## src/rtl/tlp_xcvr_pkg.sv

```systemverilog
// rtl/tlp_xcvr_pkg.sv - shared types for the TLP transceiver blocks
package tlp_xcvr_pkg;

    typedef logic [63:0] uint64;

    typedef enum logic [1:0] {
        S_IDLE,
        S_CPL,
        S_F2C
    } ArbState;

    typedef enum logic {
        SRC_CPL,
        SRC_F2C
    } Source;

    typedef struct packed {
        uint64 data;
        logic  sop;
        logic  eop;
    } TxBeat;

endpackage

```

## src/rtl/tlp_tx_stage.sv

```systemverilog
// rtl/tlp_tx_stage.sv - single-entry registered valid/ready output stage
module tlp_tx_stage
    import tlp_xcvr_pkg::*;
(
    input  logic  clk,
    input  logic  rst_n,
    input  logic  load,
    input  TxBeat beat_in,
    input  logic  ready,
    output logic  free,
    output logic  valid,
    output TxBeat beat_out
);

    assign free = !valid | ready;

    always_ff @(posedge clk or negedge rst_n) begin
        if (!rst_n) begin
            valid    <= 1'b0;
            beat_out <= '0;
        end else if (load) begin
            valid    <= 1'b1;
            beat_out <= beat_in;
        end else if (ready) begin
            valid    <= 1'b0;
        end
    end

endmodule

```

## src/rtl/tlp_tx_arb.sv

```systemverilog
// rtl/tlp_tx_arb.sv - packet-atomic round-robin arbiter for the PCIe TX port
module tlp_tx_arb
    import tlp_xcvr_pkg::*;
#(
    parameter int MAX_BEATS = 64,
    parameter int CNT_WIDTH = 16
) (
    input  logic                 pcieClk_in,
    input  logic                 pcieRstN_in,
    input  logic [63:0]          cplData_in,
    input  logic                 cplValid_in,
    output logic                 cplReady_out,
    input  logic                 cplSOP_in,
    input  logic                 cplEOP_in,
    input  logic [63:0]          f2cData_in,
    input  logic                 f2cValid_in,
    output logic                 f2cReady_out,
    input  logic                 f2cSOP_in,
    input  logic                 f2cEOP_in,
    output logic [63:0]          txData_out,
    output logic                 txValid_out,
    input  logic                 txReady_in,
    output logic                 txSOP_out,
    output logic                 txEOP_out,
    output logic [CNT_WIDTH-1:0] cplCount_out,
    output logic [CNT_WIDTH-1:0] f2cCount_out,
    output logic                 protoErr_out
);

    localparam int BW = $clog2(MAX_BEATS + 2);

    ArbState        state, state_nx;
    Source          last_grant, last_nx;
    logic [BW-1:0]  beat_cnt, beat_nx, beat_inc;
    logic           stage_free;
    logic           load;
    TxBeat          load_beat, out_beat;
    logic           own_en, own_f2c, own_acc;
    logic           own_valid, own_sop, own_eop;
    uint64          own_data;
    logic           drop_cpl, drop_f2c;
    logic           cpl_rdy, f2c_rdy;
    logic           err_set, cpl_inc, f2c_inc;

    tlp_tx_stage u_stage (
        .clk      (pcieClk_in),
        .rst_n    (pcieRstN_in),
        .load     (load),
        .beat_in  (load_beat),
        .ready    (txReady_in),
        .free     (stage_free),
        .valid    (txValid_out),
        .beat_out (out_beat)
    );

    assign txData_out = out_beat.data;
    assign txSOP_out  = out_beat.sop;
    assign txEOP_out  = out_beat.eop;

    // Readys are forced low while reset is held so no beat is taken mid-reset.
    assign cplReady_out = cpl_rdy & pcieRstN_in;
    assign f2cReady_out = f2c_rdy & pcieRstN_in;

    always_comb begin
        state_nx  = state;
        last_nx   = last_grant;
        beat_nx   = beat_cnt;
        own_en    = 1'b0;
        own_f2c   = (state == S_F2C);
        drop_cpl  = 1'b0;
        drop_f2c  = 1'b0;
        err_set   = 1'b0;
        cpl_inc   = 1'b0;
        f2c_inc   = 1'b0;
        load      = 1'b0;

        case (state)
            S_IDLE: begin
                if (cplValid_in && cplSOP_in &&
                    (!(f2cValid_in && f2cSOP_in) || last_grant == SRC_F2C)) begin
                    own_en  = 1'b1;
                    own_f2c = 1'b0;
                end else if (f2cValid_in && f2cSOP_in) begin
                    own_en  = 1'b1;
                    own_f2c = 1'b1;
                end else if (cplValid_in) begin
                    drop_cpl = 1'b1;
                end else if (f2cValid_in) begin
                    drop_f2c = 1'b1;
                end
            end
            S_CPL, S_F2C: own_en = 1'b1;
            default: own_en = 1'b0;
        endcase

        own_valid = own_f2c ? f2cValid_in : cplValid_in;
        own_sop   = own_f2c ? f2cSOP_in   : cplSOP_in;
        own_eop   = own_f2c ? f2cEOP_in   : cplEOP_in;
        own_data  = own_f2c ? f2cData_in  : cplData_in;
        own_acc   = own_en & own_valid & stage_free;

        cpl_rdy   = (own_en & !own_f2c & stage_free) | drop_cpl;
        f2c_rdy   = (own_en &  own_f2c & stage_free) | drop_f2c;
        load_beat = '{data: own_data, sop: own_sop, eop: own_eop};

        // Saturate so an overlong packet cannot wrap back into the legal range.
        beat_inc = (beat_cnt == BW'(MAX_BEATS + 1)) ? beat_cnt : beat_cnt + BW'(1);

        if (drop_cpl || drop_f2c)
            err_set = 1'b1;

        if (own_acc) begin
            load = 1'b1;
            if (state != S_IDLE && own_sop)
                err_set = 1'b1;
            if (beat_inc > BW'(MAX_BEATS))
                err_set = 1'b1;
            if (own_eop) begin
                state_nx = S_IDLE;
                last_nx  = own_f2c ? SRC_F2C : SRC_CPL;
                beat_nx  = '0;
                cpl_inc  = !own_f2c;
                f2c_inc  = own_f2c;
            end else begin
                state_nx = own_f2c ? S_F2C : S_CPL;
                beat_nx  = beat_inc;
            end
        end
    end

    always_ff @(posedge pcieClk_in or negedge pcieRstN_in) begin
        if (!pcieRstN_in) begin
            state        <= S_IDLE;
            last_grant   <= SRC_F2C;
            beat_cnt     <= '0;
            cplCount_out <= '0;
            f2cCount_out <= '0;
            protoErr_out <= 1'b0;
        end else begin
            state      <= state_nx;
            last_grant <= last_nx;
            beat_cnt   <= beat_nx;
            if (cpl_inc)
                cplCount_out <= cplCount_out + CNT_WIDTH'(1);
            if (f2c_inc)
                f2cCount_out <= f2cCount_out + CNT_WIDTH'(1);
            if (err_set)
                protoErr_out <= 1'b1;
        end
    end

endmodule

```

## config.mk

```make
export PLATFORM = sky130hd
export DESIGN_NAME = tlp_tx_arb
export DESIGN_NICKNAME = d
export VERILOG_FILES = /design/src/rtl/tlp_xcvr_pkg.sv /design/src/rtl/tlp_tx_stage.sv /design/src/rtl/tlp_tx_arb.sv
export SDC_FILE = /design/constraint.sdc
export NUM_CORES = 1
export LEC_CHECK = 0
export ABC_AREA = 1
export CORE_MARGIN = 3
export CORE_UTILIZATION = 40
export CTS_CLUSTER_SIZE = 24
export DETAILED_ROUTE_END_ITERATION = 16
export PLACE_DENSITY_LB_ADDON = 0.2
export SLEW_MARGIN = 20
export SYNTH_ARGS = -nofsm -noshare
export SYNTH_HDL_FRONTEND = slang
export SYNTH_SLANG_ARGS = --single-unit
```

## constraint.sdc

```tcl
create_clock -name pcieClk_in -period 1.8 [get_ports pcieClk_in]
set_clock_uncertainty 0.1 [all_clocks]
set_input_delay 0.18 -clock pcieClk_in [delete_from_list [all_inputs] [get_ports pcieClk_in]]
set_output_delay 0.18 -clock pcieClk_in [all_outputs]
set_load 0.01 [all_outputs]
```

Word level (Yosys, flattened, before mapping)
Index checks and enable logic that the tools add are counted. Widths: inputs -> output; s select.

Bits in writable memories: 0. Bits of input ports: 137. Output and inout port bits: 102. Bits in registers: 110. Latch bits: 0. ROM bits: 0. Logic and storage cells: 77. Memories: 0.

Shift operators: 0. Multipliers: 0. Mux-type cells: 35. $lt $le $gt $ge: 1. Divide/modulo/power cells: 0. Bitwise operators: 11. Reductions and logical operators: 14. Add/subtract/negate cells: 3. Equal/unequal tests: 3.

Operators with widths (number): $mux 64 (1); $add 16x1->16 const B (2); $mux 1 (29); $mux 7 (2); $and 1x1->1 (8); $add 7x1->7 const B (1); $eq 7x7->1 const B (1); $gt 7x7->1 const B (1); $logic_and 1x1->1 (4); $mux 2 (2); $reduce_bool 2->1 (2); $logic_not 1->1 (3); $or 1x1->1 (3); $eq 2x1->1 const B (1); $eq 2x2->1 const B (1); $logic_not 2->1 (1); $logic_or 1x1->1 (2); $pmux 1 s2 (1); $reduce_and 2->1 (1); $reduce_or 2->1 (1).

Logic depth before layout (Yosys ltp)
Gate-level depths: netlist (run 1).

Word-level depth: 11. Gate-level depth with buffers: 14.

Cells and area by module
From an unflattened synthesis (run 1), not the netlist that was laid out.

Cell total of the unflattened synthesis: 865. Area total of the unflattened synthesis: 5980.7 um^2.

By module, submodules not included: tlp_tx_arb (area each 3464.6 um^2, cells an instance 582, times used 1, seq. area each 1077.3 um^2); tlp_tx_stage (area each 2516.2 um^2, cells an instance 283, times used 1, seq. area each 1676.6 um^2).

Worst setup path before layout (run 1)
Ideal clock, no wire load.

Path type: register -> register. From: register state[0]. To: register u_stage.beat_out[59] (netlist name). Buffers on the path: 2. Library setup time: 0.124 ns. Data arrival time: 1.640 ns. Stages on the path, launching flop included: 11. Data required time: 1.576 ns. Setup slack: -0.064 ns. Cells stage by stage: dfrtp_1 inv_1 ha_1 nand3_1 nand2_1 nand2_4 buf_2 clkbuf_1 or2_1 o211ai_1 nand2_1.

Word-level cells in the longest chain between the ends: 8.

RTL lines: start: declaration (line tlp_tx_arb.sv:32) `ArbState state, state_nx;`; start signal: assignment (line tlp_tx_arb.sv:140) `state <= state_nx;`; $eq 2x2->1 (line tlp_tx_arb.sv:69, tlp_tx_arb.sv:77); $mux 1 (line tlp_tx_arb.sv:83) `end else if (f2cValid_in && f2cSOP_in) begin`; $mux 1 (line tlp_tx_arb.sv:79) `if (cplValid_in && cplSOP_in &&`; $mux 1 (line tlp_tx_arb.sv:77) `case (state)`; $mux 1 (line tlp_tx_arb.sv:96) `own_valid = own_f2c ? f2cValid_in : cplValid_in;`; $and 1x1->1 (2 in series) (line tlp_tx_arb.sv:100) `own_acc = own_en & own_valid & stage_free;`; $mux 1 (line tlp_tx_arb.sv:112) `if (own_acc) begin`; end signal: assignment (line tlp_tx_stage.sv:23) `beat_out <= beat_in;`; end: declaration (line tlp_tx_stage.sv:12) `output TxBeat beat_out`.

Several ways; a longest one is shown, not always the timed one. A chain may end at the register's enable or synchronous reset.

Final worst setup path (run 1)
From: register state[1]. To: register u_stage.beat_out[31] (netlist name).

The elaborated chain is that of the path after synthesis.

==> results.cfg, run 1 <==
[status]
status = finished, violations left
violations = setup timing

[critical_path]
startpoint = state[1]
crit_fanout = 12
r2r_cells = 14
path_delay_family = simple AND/OR/NAND/NOR gates
path_buf_inv = 5
crit_top_cell = nand2_4
slowest_delay_ps = 390
cp.depth = 14
cp.arrival_ps = 2260
start_kind = register
path_class = register to register
slowest_stage = dfrtp_1
path_cells = inv_2 -> ha_4 -> inv_4 -> nor2_4 -> nand2_4 -> nand2_4 -> buf_6 -> nand2_4 -> nand2_4 -> nand3_4 -> buf_8 -> clkbuf_16 -> nand2_1 -> nand2_1
worstSetupEndpointType = register
r2r_start = state[1]
required_ps = 1940

[synthesis]
ys_top_cells_by_count = 239 x nand2_1, 109 x dfrtp_1, 63 x o211ai_1, 50 x nand3_1, 44 x or2_2
synth-seq-cells = 110
synth_area_um2 = 5940
synthTopCellsByArea = dfrtp_1 46%, nand2_1 15%, o211ai_1 8.0%, or2_2 4.6%, nand3_1 4.2%
yosysTopAreaCell = dfrtp_1
syn-instance-count = 728
syn_nets = 872
synth.most_common_cell = nand2_1
ys_types = 31
avgSynthCellArea_um2 = 8.15
yosysTopAreaCellShare = 0.460
synthArstFlopShare = 1.00
synth_warnings = 0
synth-seq-area-share = 0.464
synth_edf_count = 0
synthFlopType = dfrtp_1

[cts]
clkSlewWorstSetupHoldPaths_ps = 80
clk_latency_ps = 360
cts_root_buf = clkbuf_16
cts_tree = done
clockBufferDepth = 2
numCtsBuffers = 9
cts-htree-levels = 3
clock_sinks = 110

[final_layout]
nNetsFinal = 1155
antennaDiodeCount = 0
syn_to_final_growth_pct = 65.3
stdcell_count = 1194
final_layout_size_suffix_gt1_frac = 0.191

[pwr]
internal_power_mw = 3.81
power.total_mw = 4.85
vdd_drop_max_uv = 547
powerDensity_nw_per_um2 = 494
comb_power_share = 0.082
p_leak_nw = 4.34
p_sw_mw = 1.04
clockPowerShare = 0.409
sw_frac_of_total = 0.215
power_frac_seq = 0.509

[global_route]
antenna_found_initial = 0
first_global_vias = 6193
grt_max_degree = 111
grt_use_total = 0.243
gr-total-overflow = 0
grt_pass1_wl_um = 31800

[place]
dp_hpwl_um = 13300
dp_cells = 1147
globalplace.congestion = 0.884
port_buffers = 238

[die]
die_width_um = 128
rows = 43
pin_count = 239
die-area_um2 = 16300
start_util = 0.418
core_area_um2 = 14200
chipHeight_um = 128

[timing]
slew_headroom = 0.588
fin_ws_ps = -319
timing.hold.ws_ps = 347
final_hold_viol_count = 0
tns_ps = -30000
drv_slew = 0
min_period_over_period = 1.18
min_period_ps = 2120
finalSetupViolCount = 112
fmax_mhz = 472
grt_setup_unrepaired = true
tightest_slew_ps = 619

[routing]
vias = 6079
final_antenna_net_count = 0
routed_wl_um = 20700
first_pass_iters = 5
drc = 0
wl_per_cell_um = 17.4
viasPerCell = 5.09
drt_iter0_markers = 448

[worst_hold_path]
min_from = cplData_in[37]
min-delay-path-class = primary input to register
worstHoldPathCells = 3

[job]
cap_violations = 0
## sequential cells by signal (all words and copies together) (netlist names)
register and cells:
u_stage.beat_out 66, cplCount_out 16, last_grant 1, beat_cnt 7, f2cCount_out 16, protoErr_out 1, u_stage.valid 1, state 2
## per-stage QoR
stage                     utilization  setup WS (ps)  area, µm²
after floorplan                     -           10.7       5950
after global placement          0.615           -375       8740
after detailed placement        0.615           -428       8740
after CTS                       0.670           -248       9520
after global routing            0.691           -414       9810
final                           0.691           -319       9810
## routing by layer
| metal | GRT usage | routed length [µm] | vias to the layer above |
|---|---|---|---|
| li1 | - | - | 2940 |
| met1 | 0.291 | 8110 | 2883 |
| met2 | 0.422 | 10700 | 223 |
| met3 | 0.0700 | 1430 | 33 |
| met4 | 0.0768 | 529 | 0 |
| met5 | 0 | 0 | - |
## cells in the final DEF, fill, tap and decap left out, types with 6 or more instances in the layout
| cell type | Yosys | final |
|---|---|---|
| clkdlybuf4s50_1 | 0 | 235 |
| nand2_1 | 239 | 213 |
| dfrtp_1 | 109 | 109 |
| o211ai_1 | 63 | 63 |
| nand3_1 | 50 | 43 |
| or2_2 | 44 | 43 |
| buf_4 | 2 | 39 |
| inv_1 | 42 | 35 |
| nor2_1 | 27 | 23 |
| nand2_2 | 2 | 21 |
| xor2_1 | 21 | 21 |
| or2_1 | 20 | 20 |
| nor3_1 | 15 | 14 |
| o21ai_1 | 13 | 14 |
| clkbuf_16 | 0 | 12 |
| buf_12 | 0 | 12 |
| xnor2_1 | 11 | 11 |
| buf_6 | 4 | 10 |
| nand2_4 | 1 | 7 |
| nand4_1 | 6 | 6 |
## layout make-up
class / instances / area [µm²]
Clock inverter: 4 / 50.0
Inverter: 44 / 185
Sequential cell: 110 / 2750
Clock buffer: 10 / 229
Timing Repair Buffer: 310 / 3290
Multi-Input combinational cell: 536 / 3080
Tap cell: 180 / 225
Fill cell: 1152 / 4390
## repair_timing
item,4_1_cts,5_1_grt
pin swaps,13,19
setup buffers,16,9
cloned,6,4
endpoints found under the hold margin,109,0
endpoints found under the setup margin,111,112
hold buffers,1,0
gates resized for setup,57,53
## power by group through the flow
stage / registers [mW] / clock network [mW] / logic (mW)
after global routing: 2.47 / 2.13 / 0.428
after global placement: 2.52 / 0 / 0.381
final: 2.47 / 1.98 / 0.399
after floorplan: 2.52 / 0 / 0.0142
after CTS: 2.47 / 2.03 / 0.396
after detailed placement: 2.52 / 0 / 0.383
## path summary, 6_finish.rpt
check | slack [ps] | end
min reg2reg | 370 | last_grant
max | -320 | u_stage.beat_out[31]
max reg2reg | -320 | u_stage.beat_out[31]
min in group asynchronous | 400 | u_stage.beat_out[1]
max in group asynchronous | 740 | u_stage.beat_out[58]
min | 350 | u_stage.beat_out[39]
## cells by family (layout without fill, tap and decap cells)
logic type	Yosys count	in the layout	share of synthesized area
and+or+nand+nor	410	410	0.309
adders and majority gates	7	7	0.0148
buffers and inverters	82	368	0.0628
xor gates and xnor gates	32	32	0.0472
AOI/OAI and AO/OA	87	87	0.102
DFF	110	110	0.464
## worst min-delay path: cells and delay by family
kind / cells / cell delay [ps]
AOI/OAI and AO/OA: 1 / 90
and+or+nand+nor: 1 / 60
buffers and inverters: 1 / 450
(Power assumes the default switching activity.)
==> run 2: changes to the inputs <==
Settings changed: CTS_BUF_LIST from default to sky130_fd_sc_hd__clkbuf_8 sky130_fd_sc_hd__clkbuf_16.
==> run 2 against run 1 <==
Effect of this change:
- register-to-register slack about the same
- via count decreased by 0.63%
- setup slack got worse by 9.9 ps
- largest cell class unchanged
- the run still ends with setup timing left
- wire length decreased by 2.4%
- sequential power about the same
- combinational power about the same
- sequential share of layout area increased by 0.44 points
- largest power group unchanged
- clock power about the same
- highest routed layer unchanged
- global-route usage decreased by 0.097 points
==> results.cfg, run 2 (synthesized netlist as in run 1, its figures left out) <==
[final_layout]
final_layout_size_suffix_gt1_frac = 0.168
final_cell_mix = 235 x clkdlybuf4s50_1, 233 x nand2_1, 109 x dfrtp_1
final_cell_area_um2 = 9660
fillers = 1164
largest_reg_flops = 66
antennaDiodeCount = 0
reg.largest.list = u_stage.beat_out x66, cplCount_out x16, f2cCount_out x16
nNetsFinal = 1152
regMostFlops = u_stage.beat_out
multi_input_area_um2 = 3020
layout_commonest_cell = clkdlybuf4s50_1
syn_to_final_growth_pct = 62.8
ff_latch_area_um2 = 2750

[cts]
cts-htree-levels = 3
clkSlewWorstSetupHoldPaths_ps = 80
cts_root_buf = clkbuf_16
clock_sinks = 110
clockBufferDepth = 2
cts_tree = done
clk_latency_ps = 350
numCtsBuffers = 9

[die]
chipHeight_um = 128
die_width_um = 128
die-area_um2 = 16300
rows = 43
start_util = 0.418
core_area_um2 = 14200
pin_count = 239

[critical_path]
required_ps = 1940
reg2reg_slack_ps = -330
rr_endpoint = u_stage.beat_out[31]
worstSetupEndpointType = register
r2r_cells = 14
r2r_start = state[1]
cp.arrival_ps = 2270
start_kind = register
crit_fanout = 12
path_class = register to register

[global_route]
grt_use_total = 0.242
grt_max_degree = 111
gr-total-overflow = 0
first_global_vias = 6165
antenna_found_initial = 0
grt_pass1_wl_um = 31700

[place]
globalplace.congestion = 0.884
post-place-ws_ps = -428
port_buffers = 238
dp_hpwl_um = 13300
place_area_um2 = 8740

[pwr]
p_leak_nw = 4.29
power.total_mw = 4.85
vdd_drop_max_uv = 548
powerDensity_nw_per_um2 = 502

[worst_hold_path]
min_from = cplData_in[37]
min-delay-path-class = primary input to register
whs_endpoint = u_stage.beat_out[39]
worstHoldPathCells = 3

[routing]
drc = 0
first_pass_iters = 7
wl_per_cell_um = 17.0
viasPerCell = 5.07
drt_iter0_markers = 370
routed_wl_um = 20200
final_antenna_net_count = 0
vias = 6041

[status]
violations = setup timing
status = finished, violations left

[timing]
final_hold_viol_count = 0
fin_ws_ps = -329
grt_setup_unrepaired = true
slew_headroom = 0.595
finalSetupViolCount = 112
drv_slew = 0
tightest_slew_ps = 607
tns_ps = -30200
fmax_mhz = 470
min_period_ps = 2130
timing.hold.ws_ps = 349
min_period_over_period = 1.18

[job]
cap_violations = 0
## run 2: changes by cell type in the layout (fill, tap and decap cells not counted), sizes merged
| cell | before | now |
|---|---|---|
| buf | 70 | 68 |
| clkbuf | 13 | 11 |
| inv | 43 | 44 |
## run 2: power breakdown
part	leakage, nW	internal (mW)	switching (mW)
logic	2.65	0.276	0.120
registers	1.51	2.47	0.0000000000000000237
clock network	0.135	1.06	0.924
total	4.29	3.80	1.04
## run 2: repair_timing
action / CTS / global route
cloned: 6 / 3
hold buffers: 1 / 0
endpoints found under the setup margin: 111 / 112
pin swaps: 12 / 15
hold endpoints to repair: 109 / 0
buffers inserted: 16 / 9
gates resized for setup: 56 / 26
## run 2: metrics by stage
| stage | utilization | cells |
|---|---|---|
| 2_1_floorplan | - | 728 |
| 3_3_place_gp | 0.615 | 1147 |
| 3_5_place_dp | 0.615 | 1147 |
| 4_1_cts | 0.669 | 1183 |
| 5_1_grt | 0.680 | 1191 |
| 6_report | 0.680 | 1191 |
## run 2: worst max-delay path, stage by stage (launching register included)
cell	delay, ps
dfrtp_1	400
inv_2	90
ha_4	200
inv_2	70
nor2_4	110
nand2_4	80
nand2_4	110
buf_6	110
nand2_4	60
nand2_4	60
nand3_4	130
buf_8	190
clkbuf_16	170
nand2_1	60
nand2_1	50
## run 2: per-layer routing
layer / vias to the layer above / GRT usage / wire, µm
li1: 2936 / - / -
met3: 35 / 0.0704 / 1300
met2: 205 / 0.421 / 10200
met1: 2865 / 0.290 / 8140
met5: - / 0 / 0
met4: 0 / 0.0743 / 572
## run 2: worst max-delay path by stage
stage / startpoint / endpoint / slack [ps] / cells past startpoint
after floorplan: state[0] / beat_cnt[5] / 10 / 13
after global placement: cplValid_in / cplReady_out / -370 / 8
after detailed placement: cplValid_in / cplReady_out / -430 / 8
after CTS: state[0] / u_stage.beat_out[21] / -250 / 15
after global routing: state[1] / u_stage.beat_out[48] / -410 / 14
final: state[1] / u_stage.beat_out[31] / -330 / 14
## run 2: layout make-up
| cell class | instances | area share |
|---|---|---|
| clock inverters | 5 | 0.00557 |
| clock buffers | 9 | 0.0233 |
| flip-flops and latches | 110 | 0.285 |
| well taps | 180 | 0.0233 |
| repair buffers | 307 | 0.332 |
| multi-input cells | 536 | 0.312 |
| inverters | 44 | 0.0186 |
